[src/rtl/stream_mux_arb.sv]
`default_nettype none
// ============================================================================
// stream_mux_arb : N-channel packet-locked stream mux, fixed or round-robin
// Revision 1.0
// ============================================================================
module stream_mux_arb #(
   parameter int N    = 4,
   parameter int W    = 8,
   parameter int SELW = $clog2(N)
) (
   input  logic              clk,
   input  logic              rst,
   input  logic              mode,
   input  logic [SELW-1:0]   sel,
   input  logic [N*W-1:0]    in_data,
   input  logic [N-1:0]      in_valid,
   input  logic [N-1:0]      in_last,
   output logic [N-1:0]      in_ready,
   output logic [W-1:0]      out_data,
   output logic              out_valid,
   output logic              out_last,
   input  logic              out_ready,
   output logic [SELW-1:0]   cur_ch,
   output logic              busy
);

   typedef enum logic [0:0] {
      IDLE   = 1'b0,
      LOCKED = 1'b1
   } state_t;

   state_t          state;
   state_t          state_nxt;
   logic [SELW-1:0] rr_ptr;
   logic            grant;
   logic [SELW-1:0] grant_ch;
   logic            can_load;
   logic            accept;
   logic [W-1:0]    ch_data;
   logic            ch_valid;
   logic            ch_last;

   assign can_load = !out_valid || out_ready;
   assign busy     = (state == LOCKED);

   // Locked-channel view of the inputs
   always_comb begin
      ch_data  = '0;
      ch_valid = 1'b0;
      ch_last  = 1'b0;
      for (int k = 0; k < N; k++) begin
         if (cur_ch == SELW'(k)) begin
            ch_data  = in_data[k*W +: W];
            ch_valid = in_valid[k];
            ch_last  = in_last[k];
         end
      end
   end

   // Arbitration: search order (rr_ptr+1) mod N upward, first valid wins
   always_comb begin
      grant    = 1'b0;
      grant_ch = '0;
      if (mode) begin
         for (int i = 1; i <= N; i++) begin
            for (int k = 0; k < N; k++) begin
               if (!grant && in_valid[k] && (((int'(rr_ptr) + i) % N) == k)) begin
                  grant    = 1'b1;
                  grant_ch = SELW'(k);
               end
            end
         end
      end else begin
         // Out-of-range sel matches no channel, so it never grants
         for (int k = 0; k < N; k++) begin
            if ((sel == SELW'(k)) && in_valid[k]) begin
               grant    = 1'b1;
               grant_ch = SELW'(k);
            end
         end
      end
   end

   always_ff @(posedge clk or posedge rst) begin
      if (rst) begin
         state <= IDLE;
      end else begin
         state <= state_nxt;
      end
   end

   always_comb begin
      state_nxt = state;
      in_ready  = '0;
      accept    = 1'b0;
      case (state)
         IDLE: begin
            if (grant) begin
               state_nxt = LOCKED;
            end
         end
         LOCKED: begin
            for (int k = 0; k < N; k++) begin
               if (cur_ch == SELW'(k)) begin
                  in_ready[k] = can_load;
               end
            end
            accept = ch_valid && can_load;
            if (accept && ch_last) begin
               state_nxt = IDLE;
            end
         end
      endcase
   end

   always_ff @(posedge clk or posedge rst) begin
      if (rst) begin
         cur_ch <= '0;
         rr_ptr <= SELW'(N - 1);
      end else if ((state == IDLE) && grant) begin
         cur_ch <= grant_ch;
         if (mode) begin
            rr_ptr <= grant_ch;
         end
      end
   end

   // Output register: load on accept, otherwise drain when taken, else hold
   always_ff @(posedge clk or posedge rst) begin
      if (rst) begin
         out_data  <= '0;
         out_valid <= 1'b0;
         out_last  <= 1'b0;
      end else if (accept) begin
         out_data  <= ch_data;
         out_valid <= 1'b1;
         out_last  <= ch_last;
      end else if (out_ready) begin
         out_valid <= 1'b0;
      end
   end

endmodule
`default_nettype wire

[config.mk]
export PLATFORM = sky130hd
export DESIGN_NAME = stream_mux_arb
export DESIGN_NICKNAME = d
export VERILOG_FILES = /design/src/rtl/stream_mux_arb.sv
export SDC_FILE = /design/constraint.sdc
export NUM_CORES = 1
export LEC_CHECK = 0
export BUFFER_PORTS_ARGS = -buffer_cell sky130_fd_sc_hd__buf_2
export CAP_MARGIN = 20
export CORE_AREA = 2 2 64 66
export CTS_CLUSTER_DIAMETER = 120
export DETAILED_ROUTE_END_ITERATION = 16
export DIE_AREA = 0 0 66 68
export RECOVER_POWER = 100
export SYNTH_ARGS = -nofsm -noshare
export SYNTH_HDL_FRONTEND = slang
export SYNTH_SLANG_ARGS = --single-unit
[constraint.sdc]
create_clock -name clk -period 1.4 [get_ports clk]
set_input_delay 0.28 -clock clk [delete_from_list [all_inputs] [get_ports clk]]
set_output_delay 0.28 -clock clk [all_outputs]
set_load 0.01 [all_outputs]
=== Yosys cells after proc, flatten, opt, wreduce, memory -nomap -nowiden ===
Cells that the tools add are included.

* Register bits after elaboration: 15
* Word-level logic and storage cells: 178

* $add $sub $neg: 4
* Reduce and logical (&&, ||, !) cells: 67
* Bitwise logic cells: 5
* Mux-type cells: 78
* Eq/ne operators: 18

{| class="wikitable"
|+ Operators with widths
! cell !! number
|-
| logical NOT 32 bit || 4
|-
| two-way mux 1 bit || 55
|-
| logical AND 1 bit || 38
|-
| two-way mux 2 bit || 17
|-
| two-way mux 8 bit || 4
|-
| equality test 3 bit (second input constant) || 8
|-
| logical NOT 1 bit || 16
|-
| equality test 3 x 2 -> 1 bit (second input constant) || 4
|-
| equality test 2 bit (second input constant) || 4
|-
| OR reduction 2 bit || 4
|-
| adder 2 x 1 -> 2 bit (second input constant) || 2
|-
| adder 2 bit (second input constant) || 2
|-
| AND 1 bit (first input constant) || 4
|-
| equality test 2 x 1 -> 1 bit (second input constant) || 2
|-
| logical NOT 2 bit || 2
|-
| two-way mux 4 bit || 1
|-
| case mux 1 bit (2 select lines) || 1
|-
| AND reduction 2 bit || 1
|-
| nonzero test 2 bit || 1
|-
| logical OR 1 bit || 1
|-
| inverter 1 bit || 1
|}

=== Longest topological paths before layout ===
Gate-level depths: netlist of the first run.

* Depth in word-level cells: 84
* Gate-level depth with buffers: 5
* Gate-level depth less buffers: 5

=== Least setup slack after synthesis of the first run ===
OpenSTA, ideal clock, no wires.

* Path kind: reg2reg
* Start: reg cur_ch[1]
* End: reg out_data[0]
* Data arrival time: 1516 ps
* Data required time: 1275 ps
* Path buffers: 1
* Setup slack: -241 ps
* Stages on the path, launching flop included: 5
* Library setup time: 125 ps
* Path through: dfrtp_1 > buf_6 > mux4_2 > nand2_8 > mux2_4

* Longest elaborated chain between the ends: 7
* Elaborated cells between the ends (all ways): 14

{| class="wikitable"
|+ RTL lines
! what !! RTL line !! text
|-
| from (decl) || 23 || <nowiki>output logic [SELW-1:0] cur_ch,</nowiki>
|-
| from (signal assigned) || 121 || <nowiki>cur_ch <= grant_ch;</nowiki>
|-
| logical NOT 2 bit || 52 || <nowiki>if (cur_ch == SELW'(k)) begin</nowiki>
|-
| two-way mux 1 bit (4 in a row) || 52 ||
|-
| logical AND 1 bit || 108 || <nowiki>accept = ch_valid && can_load;</nowiki>
|-
| two-way mux 1 bit || 96 || <nowiki>case (state)</nowiki>
|-
| to (signal assigned) || 135 || <nowiki>out_data <= ch_data;</nowiki>
|-
| to (decl) || 19 || <nowiki>output logic [W-1:0] out_data,</nowiki>
|}

Several ways; a longest one is shown, not always the timed one.
A chain may end at the register's enable or synchronous reset.

=== Worst setup path after layout of the first run ===
* Start: reg cur_ch[1]
* End: reg out_data[7]

Same word-level chain as after synthesis.

==> results of run 1 <==
[worst register-to-register path, cell delays in order (launching register included)]
cell,delay [ns]
sky130_fd_sc_hd__dfrtp_1,0.38
sky130_fd_sc_hd__mux4_2,0.59
sky130_fd_sc_hd__nand2_8,0.15
sky130_fd_sc_hd__mux2_4,0.31
[path summary, 6_finish.rpt]
kind | startpoint | to | slack, ns
max | cur_ch[1] | out_data[7] | -0.14
min | rst | out_data[6] | 0.09
max reg2reg | cur_ch[1] | out_data[7] | -0.14
min reg2reg | out_last | out_last | 0.51
max in group asynchronous | rst | cur_ch[0] | 0.89
min in group clk | out_ready | out_valid | 0.44
[what timing repair did]
action / 4_1_cts / 5_1_grt
pin swaps: 3 / 7
resized for setup: 7 / 8
setup endpoints to repair: 18 / 20
buffers inserted: 2 / 2
[final cells by class]
class                      instances  area (um^2)
inverter                           3         11.3
clock buffer                       4         45.0
fill                             413         2230
timing repair buffer              78          423
sequential                        15          379
multi-input combinational         61          701
tap                               50         62.6
[registers in the layout (all words and copies together), names as in the netlist]
name       count
out_data       8
out_valid      1
busy           1
out_last       1
rr_ptr         2
cur_ch         2
[per-layer routing]
metal	track usage	vias up	wire (um)
li1	-	481	-
met1	0.167	496	1250
met2	0.268	46	1510
met3	0.0329	4	262
met4	0.0536	0	32
met5	0	-	0
[logic make-up (layout without fill, tap and decap cells)]
| logic type | count (synthesis) | count (layout) | share of synthesized area |
|---|---|---|---|
| simple gates | 23 | 23 | 0.114 |
| buf+inv | 8 | 85 | 0.0603 |
| mux | 22 | 22 | 0.379 |
| flops | 15 | 15 | 0.344 |
| compound gates | 16 | 16 | 0.104 |
[per-stage QoR]
step / utilization / total power (W) / setup slack (ns) / cells / hold slack, ns
floorplan: - / 0.00216 / -0.229 / 84 / 0.180
global placement: 0.391 / 0.00260 / -0.132 / 203 / 0.363
detailed placement: 0.391 / 0.00266 / -0.188 / 203 / 0.379
CTS: 0.411 / 0.00313 / -0.159 / 209 / 0.109
global route: 0.421 / 0.00343 / -0.215 / 211 / 0.130
finish: 0.421 / 0.00316 / -0.142 / 211 / 0.0930
[report_power, final]
group	total [W]	switching (W)	internal, W	leakage, nW
Clock	0.000351	0.000149	0.000201	0.0228
Sequential	0.000876	0.000193	0.000683	0.172
Combinational	0.00193	0.000803	0.00113	0.600
Total	0.00316	0.00115	0.00201	0.795
[placed cells by master (no fill, tap or decap), types with 2 or more instances in the layout]
| master | instances |
|---|---|
| sky130_fd_sc_hd__mux2_4 | 9 |
| sky130_fd_sc_hd__inv_1 | 3 |
| sky130_fd_sc_hd__dfrtp_1 | 12 |
| sky130_fd_sc_hd__nand2_1 | 5 |
| sky130_fd_sc_hd__clkbuf_8 | 3 |
| sky130_fd_sc_hd__mux2_2 | 2 |
| sky130_fd_sc_hd__nor3b_2 | 2 |
| sky130_fd_sc_hd__nor2_1 | 7 |
| sky130_fd_sc_hd__o21ai_0 | 3 |
| sky130_fd_sc_hd__nand2_2 | 2 |
| sky130_fd_sc_hd__a31oi_1 | 2 |
| sky130_fd_sc_hd__mux4_1 | 3 |
| sky130_fd_sc_hd__buf_4 | 15 |
| sky130_fd_sc_hd__mux4_2 | 8 |
| sky130_fd_sc_hd__dfstp_2 | 2 |
| sky130_fd_sc_hd__a21o_1 | 3 |
| sky130_fd_sc_hd__buf_2 | 53 |
| sky130_fd_sc_hd__clkbuf_1 | 10 |
==> reports/summary.json, run 1 <==
{
  "status": "finished, violations left",
  "violations_in_the_final_reports": "setup timing",
  "cp_max_fo": 9,
  "edff_count_synth": 0,
  "wl_um": 3050,
  "critPathMaxStageDelay_ns": 0.59,
  "vdd.ir_drop.worst_mv": 0.706,
  "count_of_port_buffers_added_during_placement": 62,
  "total_power_per_unit_cell_area_nw_per_um2": 1950,
  "yosys.area.top_type_share": 0.296,
  "syn_inst": 84,
  "path_buf_inv": 0,
  "ant_nets": 0,
  "drt_first_pass_iters": 4,
  "synth_commonest_cells": "13 x sky130_fd_sc_hd__dfrtp_1, 8 x sky130_fd_sc_hd__mux2_4, 7 x sky130_fd_sc_hd__mux4_2, 7 x sky130_fd_sc_hd__nand2_1, 7 x sky130_fd_sc_hd__nor2_1",
  "timing.max_cap.violations": 0,
  "final.setup.worst_slack_ns": -0.142,
  "initial_antenna_violation_count": 0,
  "clock_sinks": 15,
  "timing_max_transition_violations_final": 0,
  "required_ns": 1.53,
  "clock_tree.root_cell": "sky130_fd_sc_hd__clkbuf_8",
  "cts_htree_levels": 1,
  "initial_utilization": 0.285,
  "power_leakage_nw": 0.795,
  "critical_path_arrival_ns": 1.67,
  "critical_path_cell_count": 3,
  "max-clock-path-buffers": 2,
  "grt.overflow.total": 0,
  "largest_net_degree_at_the_start_of_global_routing": 16,
  "synthTopCellsByArea": "sky130_fd_sc_hd__dfrtp_1 30%, sky130_fd_sc_hd__mux4_2 14%, sky130_fd_sc_hd__mux2_4 11%",
  "synthToLayoutAreaGrowth_pct": 47.4,
  "grt_pass1_vias": 1042,
  "final_hold_viol_count": 0,
  "cts_inserted_buffers": 3,
  "crit_family": "multiplexers",
  "post_dp_cell_area_um2": 1510,
  "drt-initial-drc-count": 32,
  "clock_tree_from_tritoncts": "yes",
  "final_area_um2": 1620,
  "worst_clock_skew_ns": 0.00112,
  "cts_hold_buf": 0,
  "timing.critical_path.cells": "mux4_2, nand2_8, mux2_4",
  "detailed_place_hpwl_um": 2430,
  "detailroute.via_count": 1027,
  "ys_types": 30,
  "max_freq_mhz": 648,
  "wire_length_of_the_first_global_routing_pass_um": 4860,
  "final_setup_violations": 15,
  "worstHoldPathType": "input pin to asynchronous set/reset pin",
  "timing.reg2reg.worst_path_depth": 3,
  "cpMaxStageDelayCell": "sky130_fd_sc_hd__mux4_2",
  "final_net_count": 208,
  "maxSlewHeadroom": 0.602,
  "critical_path_class": "flop to flop",
  "timing.final.crit_share": 1.10,
  "setup_total_negative_slack_ns": -1.50,
  "die_area_um2": 4490,
  "detail_route.drc_violations": 0,
  "critical_path_start_type": "flop",
  "floorplan.die.width_um": 66,
  "syn_avg_cell_area_um2": 13.1,
  "clk_pin_slew_worst_paths_ns": 0.06,
  "async_reset_ff_frac": 1.00,
  "ioPinCount": 63,
  "finalWorstPathRequiredPeriod_ns": 1.54,
  "place.gp.congestion": 0.802,
  "synthDominantAreaCellType": "sky130_fd_sc_hd__dfrtp_1",
  "end_kind": "flop",
  "antennaDiodeCount": 0,
  "yosysSeqAreaShare": 0.344,
  "synth_top_flop_cell": "sky130_fd_sc_hd__dfrtp_1",
  "wl_per_cell_um": 14.5,
  "yosysWarnings": 0,
  "die-height_um": 68,
  "grt_overall_usage": 0.146,
  "clock_insertion_delay_worst_skew_ns": 0.25,
  "yosysMostFrequentCell": "sky130_fd_sc_hd__dfrtp_1",
  "postSynthNetCount": 130,
  "cell_rows": 23,
  "via_per_inst": 4.87,
  "syn_area_um2": 1100,
  "postSynthRegisterBits": 15,
  "final_layout_size_suffix_gt1_frac": 0.658,
  "worst_pin_slew_ns": 0.597,
  "setup_repair_after_global_routing_missed_its_margin": "yes",
  "core_area_um2": 3860
}
No activity file was read; power rests on OpenSTA's default activity.
==> run 2: changes to the inputs <==
--- a/config.mk
+++ b/config.mk
@@ -12,6 +12,7 @@
 export DETAILED_ROUTE_END_ITERATION = 16
 export DIE_AREA = 0 0 66 68
 export RECOVER_POWER = 100
+export SETUP_SLACK_MARGIN = 0.4
 export SYNTH_ARGS = -nofsm -noshare
 export SYNTH_HDL_FRONTEND = slang
 export SYNTH_SLANG_ARGS = --single-unit
==> run 2 against run 1 <==
The run still ends with setup timing left. Combinational power rose by 27%. Total power rose by 16%. Fmax rose by 0.16%. Highest routed layer unchanged. Critical path type unchanged.
==> reports/summary.json, run 2 (same netlist as run 1, synthesis figures left out) <==
{
  "pre_cts_ws_ns": -0.117,
  "initial_antenna_violation_count": 0,
  "wire_length_of_the_first_global_routing_pass_um": 5110,
  "via_per_inst": 4.80,
  "drt_first_pass_iters": 6,
  "status": "finished, violations left",
  "detail_route.drc_violations": 0,
  "ioPinCount": 63,
  "setup_total_negative_slack_ns": -1.52,
  "stdcell_count": 224,
  "floorplan.die.width_um": 66,
  "wl_um": 3150,
  "grt_overall_usage": 0.149,
  "largest-register": "out_data",
  "sw_frac_of_total": 0.353,
  "largest_net_degree_at_the_start_of_global_routing": 16,
  "sequentialPowerShare": 0.232,
  "critical_path.reg2reg.startpoint": "cur_ch[1]",
  "die-height_um": 68,
  "largest_register_ffs": 8,
  "worst_pin_slew_ns": 0.608,
  "worstHoldPathType": "input pin to asynchronous set/reset pin",
  "reg.largest.list": "out_data: 8 flops, cur_ch: 2 flops, rr_ptr: 2 flops",
  "critical_path.startpoint": "cur_ch[1]",
  "final_util": 0.465,
  "die_area_um2": 4490,
  "final_hold_viol_count": 0,
  "clock_tree.root_cell": "sky130_fd_sc_hd__clkbuf_8",
  "timing.reg2reg.worst_path_depth": 3,
  "timing_max_transition_violations_final": 0,
  "grt_pass1_vias": 1091,
  "max-clock-path-buffers": 2,
  "clock_tree_from_tritoncts": "yes",
  "violations_in_the_final_reports": "setup timing",
  "cts_hold_buf": 0,
  "detailroute.via_count": 1075,
  "count_of_port_buffers_added_during_placement": 62,
  "grt.overflow.total": 0,
  "initial_utilization": 0.285,
  "end_kind": "flop",
  "finalWorstPathRequiredPeriod_ns": 1.54,
  "critical_path_class": "flop to flop",
  "setup_repair_after_global_routing_missed_its_margin": "yes",
  "vdd.ir_drop.worst_mv": 0.619,
  "worst_clock_skew_ns": 0.00384,
  "clock_insertion_delay_worst_skew_ns": 0.24,
  "power.net_switching_w": 0.00129,
  "clock_sinks": 15,
  "maxSlewHeadroom": 0.594,
  "timing.max_cap.violations": 0,
  "final_net_count": 221,
  "final_layout_size_suffix_gt1_frac": 0.690,
  "antennaDiodeCount": 0,
  "timing.critical_path.cells": "mux4_2, nand2_8, mux2_4",
  "max_freq_mhz": 649,
  "cpMaxStageDelayCell": "sky130_fd_sc_hd__mux4_2",
  "ant_nets": 0,
  "final_cell_mix": "49 x sky130_fd_sc_hd__buf_2, 23 x sky130_fd_sc_hd__buf_4, 12 x sky130_fd_sc_hd__dfrtp_1",
  "critPathMaxStageDelay_ns": 0.59,
  "required_ns": 1.52,
  "critical_path_start_type": "flop",
  "internal_power_w": 0.00236,
  "power_leakage_nw": 0.879,
  "cts_htree_levels": 1,
  "timing.final.crit_share": 1.10,
  "final.setup.worst_slack_ns": -0.140,
  "wl_per_cell_um": 14.1,
  "final_area_um2": 1790,
  "critical_path_arrival_ns": 1.66,
  "synthToLayoutAreaGrowth_pct": 62.9,
  "post_dp_cell_area_um2": 1550,
  "clk_pin_slew_worst_paths_ns": 0.07,
  "p_clk_frac": 0.095,
  "cts_inserted_buffers": 3,
  "mostFrequentLayoutCell": "sky130_fd_sc_hd__buf_2",
  "drt-initial-drc-count": 24,
  "detailed_place_hpwl_um": 2410,
  "cp_max_fo": 9,
  "place.gp.congestion": 0.803,
  "dp.cells": 204,
  "cell_rows": 23,
  "critical_path.reg2reg.endpoint": "out_data[1]",
  "final_setup_violations": 14,
  "regToRegSetupSlack_ns": -0.14,
  "total_power_per_unit_cell_area_nw_per_um2": 2030,
  "core_area_um2": 3860,
  "comb_power_share": 0.673
}
-- run 2: cell types whose count changed in the layout (fill, tap and decap cells not counted), sizes merged --
cell / delta
clkinv: +1
clkbuf: +1
buf: +11
-- run 2: how the worst max path moves through the flow --
stage,end,slack (ns),cells past startpoint
4_1_cts,out_data[1],-0.14,3
3_5_place_dp,out_data[1],-0.12,4
2_1_floorplan,out_data[0],-0.23,4
5_1_grt,out_data[4],-0.20,3
3_3_place_gp,out_data[5],-0.1,4
6_report,out_data[1],-0.14,3
-- run 2: timing repair --
action                     4_1_cts  5_1_grt
setup buffers                   13        3
pin swaps                       10        7
gates cloned                     0        0
gates resized for setup         18       10
setup endpoints to repair       32       32
-- run 2: stage by stage --
step | hold WS (ns) | power [W]
2_1_floorplan | 0.180 | 0.00227
3_3_place_gp | 0.359 | 0.00273
3_5_place_dp | 0.384 | 0.00279
4_1_cts | 0.120 | 0.00360
5_1_grt | 0.151 | 0.00390
6_report | 0.100 | 0.00365
-- run 2: per-layer routing --
metal	track usage	wire length (um)	vias up
li1	-	-	506
met1	0.177	1360	508
met2	0.270	1470	57
met3	0.0329	280	4
met4	0.0459	36	0
met5	0	0	-
-- run 2: cell type report --
| type | instances | area (um^2) |
|---|---|---|
| tap | 50 | 62.6 |
| clock inverter | 1 | 5.00 |
| fill | 375 | 2060 |
| multi-input combinational | 61 | 734 |
| clock buffer | 3 | 41.3 |
| inverter | 3 | 11.3 |
| sequential | 15 | 379 |
| timing repair buffer | 91 | 558 |
-- run 2: power by group through the flow --
stage	clock network (W)	registers [W]	logic, W
2_1_floorplan	0	0.000907	0.00136
3_3_place_gp	0	0.000834	0.00189
3_5_place_dp	0	0.000848	0.00194
4_1_cts	0.000358	0.000830	0.00241
5_1_grt	0.000378	0.000870	0.00265
6_report	0.000348	0.000845	0.00245
-- run 2: worst max-delay path: cells and delay by family, from the launching register on --
kind	cells	cell delay, ns
DFF	1	0.38
and+or+nand+nor	1	0.15
muxes	2	0.90
==> run 3: changes to the inputs <==
--- a/config.mk
+++ b/config.mk
@@ -5,12 +5,12 @@
 export SDC_FILE = /design/constraint.sdc
 export NUM_CORES = 1
 export LEC_CHECK = 0
-export BUFFER_PORTS_ARGS = -buffer_cell sky130_fd_sc_hd__buf_2
-export CAP_MARGIN = 20
+export CAP_MARGIN = 15
 export CORE_AREA = 2 2 64 66
 export CTS_CLUSTER_DIAMETER = 120
 export DETAILED_ROUTE_END_ITERATION = 16
 export DIE_AREA = 0 0 66 68
+export DONT_BUFFER_PORTS = 1
 export RECOVER_POWER = 100
 export SETUP_SLACK_MARGIN = 0.4
 export SYNTH_ARGS = -nofsm -noshare
==> run 3 against run 2 <==
The run still ends with setup timing left. Largest power group unchanged. Via count is 25% lower. Clock skew is 0.0013 ns lower. Critical endpoint is now out_data[7]. Combinational power is 26% lower. Worst hold slack better by 0.14 ns. Utilization is 11 points lower. Flip-flop and latch count stayed put. Critical path type unchanged.
==> reports/summary.json, run 3 (same netlist as run 1, synthesis figures left out) <==
{
  "critical_path.reg2reg.endpoint": "out_data[7]",
  "wl_per_cell_um": 20.4,
  "ioPinCount": 63,
  "status": "finished, violations left",
  "finalWorstPathRequiredPeriod_ns": 1.53,
  "final_layout_size_suffix_gt1_frac": 0.531,
  "clock_tree.root_cell": "sky130_fd_sc_hd__clkbuf_8",
  "detail_route.drc_violations": 0,
  "via_per_inst": 5.46,
  "wire_length_of_the_first_global_routing_pass_um": 4200,
  "mostFrequentLayoutCell": "sky130_fd_sc_hd__dfrtp_1",
  "final_area_um2": 1360,
  "die-height_um": 68,
  "timing.hold.worst_endpoint": "busy",
  "grt_overall_usage": 0.126,
  "detailed_place_hpwl_um": 2210,
  "timing.hold.worst.start": "mode",
  "critical_path.reg2reg.startpoint": "cur_ch[1]",
  "power_leakage_nw": 0.567,
  "final.setup.worst_slack_ns": -0.134,
  "post_dp_cell_area_um2": 1200,
  "end_kind": "flop",
  "vdd.ir_drop.worst_mv": 0.543,
  "drt_first_pass_iters": 4,
  "core_area_um2": 3860,
  "floorplan.die.width_um": 66,
  "timing.final.crit_share": 1.10,
  "synthToLayoutAreaGrowth_pct": 23.7,
  "maxSlewHeadroom": 0.551,
  "timing_max_transition_violations_final": 0,
  "required_ns": 1.53,
  "max-clock-path-buffers": 2,
  "drt-initial-drc-count": 43,
  "cp_max_fo": 9,
  "worstHoldPathType": "input pin to flop",
  "worst_clock_skew_ns": 0.00256,
  "timing.reg2reg.worst_path_depth": 3,
  "cts_htree_levels": 1,
  "final_net_count": 143,
  "setup_repair_after_global_routing_missed_its_margin": "yes",
  "violations_in_the_final_reports": "setup timing",
  "worst_pin_slew_ns": 0.669,
  "cts_inserted_buffers": 3,
  "critical_path_class": "flop to flop",
  "largest_net_degree_at_the_start_of_global_routing": 16,
  "die_area_um2": 4490,
  "final_setup_violations": 16,
  "grt_pass1_vias": 902,
  "grt.overflow.total": 0,
  "clock_insertion_delay_worst_skew_ns": 0.25,
  "final_hold_viol_count": 0,
  "count_of_port_buffers_added_during_placement": 0,
  "power.total_w": 0.00315,
  "critPathMaxStageDelay_ns": 0.58,
  "nFillCells": 396,
  "clock_sinks": 15,
  "cpMaxStageDelayCell": "sky130_fd_sc_hd__mux4_2",
  "reg.largest.list": "out_data: 8 flops, cur_ch: 2 flops, rr_ptr: 2 flops",
  "critical_path_start_type": "flop",
  "ant_nets": 0,
  "place.gp.congestion": 0.825,
  "total_power_per_unit_cell_area_nw_per_um2": 2310,
  "path_buf_inv": 0,
  "whs_path_depth": 3,
  "largest_register_ffs": 8,
  "critical_path_arrival_ns": 1.67,
  "crit_family": "multiplexers",
  "clock_tree_from_tritoncts": "yes",
  "initial_antenna_violation_count": 1,
  "final_cell_mix": "12 x sky130_fd_sc_hd__dfrtp_1, 9 x sky130_fd_sc_hd__mux2_4, 8 x sky130_fd_sc_hd__mux4_2",
  "wl_um": 3000,
  "max_freq_mhz": 652,
  "detailroute.via_count": 802,
  "timing.max_cap.violations": 0,
  "setup_total_negative_slack_ns": -1.54,
  "clk_pin_slew_worst_paths_ns": 0.06,
  "initial_utilization": 0.285,
  "cell_rows": 23,
  "final_util": 0.353,
  "largest-register": "out_data",
  "regToRegSetupSlack_ns": -0.13,
  "timing.critical_path.cells": "mux4_2, nand2_8, mux2_4"
}
[run 3: cell count changes in the layout (fill, tap and decap cells not counted), moves of 2 or more]
| cell | previous run | this run |
|---|---|---|
| sky130_fd_sc_hd__buf_2 | 49 | 0 |
| sky130_fd_sc_hd__buf_4 | 23 | 5 |
| sky130_fd_sc_hd__clkbuf_1 | 11 | 2 |
| sky130_fd_sc_hd__buf_6 | 7 | 5 |
[run 3: tightest hold or removal path, delay by kind of cell]
| kind | cells | cell delay (ns) |
|---|---|---|
| AOI/OAI and AO/OA | 1 | 0.06 |
| and+or+nand+nor | 2 | 0.12 |
[run 3: cell type report]
type	instances	area (um^2)	share of cell area
sequential	15	379	0.279
inverter	3	12.5	0.00920
multi-input combinational	61	731	0.537
timing repair buffer	13	128	0.0938
antenna	1	2.50	0.00184
tap	50	62.6	0.0460
clock buffer	4	45.0	0.0331
[run 3: worst max path at each step]
| stage | depth (start not counted) | to | from | slack, ns |
|---|---|---|---|---|
| CTS | 3 | out_data[2] | cur_ch[0] | -0.14 |
| floorplan | 4 | out_data[0] | cur_ch[1] | -0.23 |
| finish | 3 | out_data[7] | cur_ch[1] | -0.13 |
| detailed placement | 3 | out_data[7] | cur_ch[0] | -0.14 |
| global route | 3 | out_data[7] | cur_ch[1] | -0.17 |
| global placement | 3 | out_data[5] | cur_ch[0] | -0.13 |
[run 3: per-stage QoR]
step / hold slack, ns / cells / worst slack [ns]
floorplan: 0.180 / 84 / -0.228
global placement: 0.243 / 137 / -0.135
detailed placement: 0.263 / 137 / -0.145
CTS: 0.237 / 145 / -0.141
global route: 0.265 / 147 / -0.171
finish: 0.245 / 147 / -0.134
[run 3: where the power goes]
group	leakage (nW)	internal (W)	total, W	switching (W)
Clock	0.0228	0.000202	0.000360	0.000158
Combinational	0.371	0.00109	0.00182	0.000732
Sequential	0.173	0.000682	0.000968	0.000287
Total	0.567	0.00197	0.00315	0.00118
[run 3: routing by layer]
| metal | vias up | GRT usage | routed length (um) |
|---|---|---|---|
| met2 | 59 | 0.216 | 1470 |
| li1 | 353 | - | - |
| met5 | - | 0 | 0 |
| met1 | 388 | 0.138 | 1150 |
| met3 | 2 | 0.0493 | 360 |
| met4 | 0 | 0.0612 | 15 |
[run 3: repair_timing]
item	in CTS	in global routing
hold buffers	1	0
hold endpoints to repair	13	0
resized for setup	15	7
setup buffers	3	1
pin swaps	6	5
setup endpoints to repair	23	36
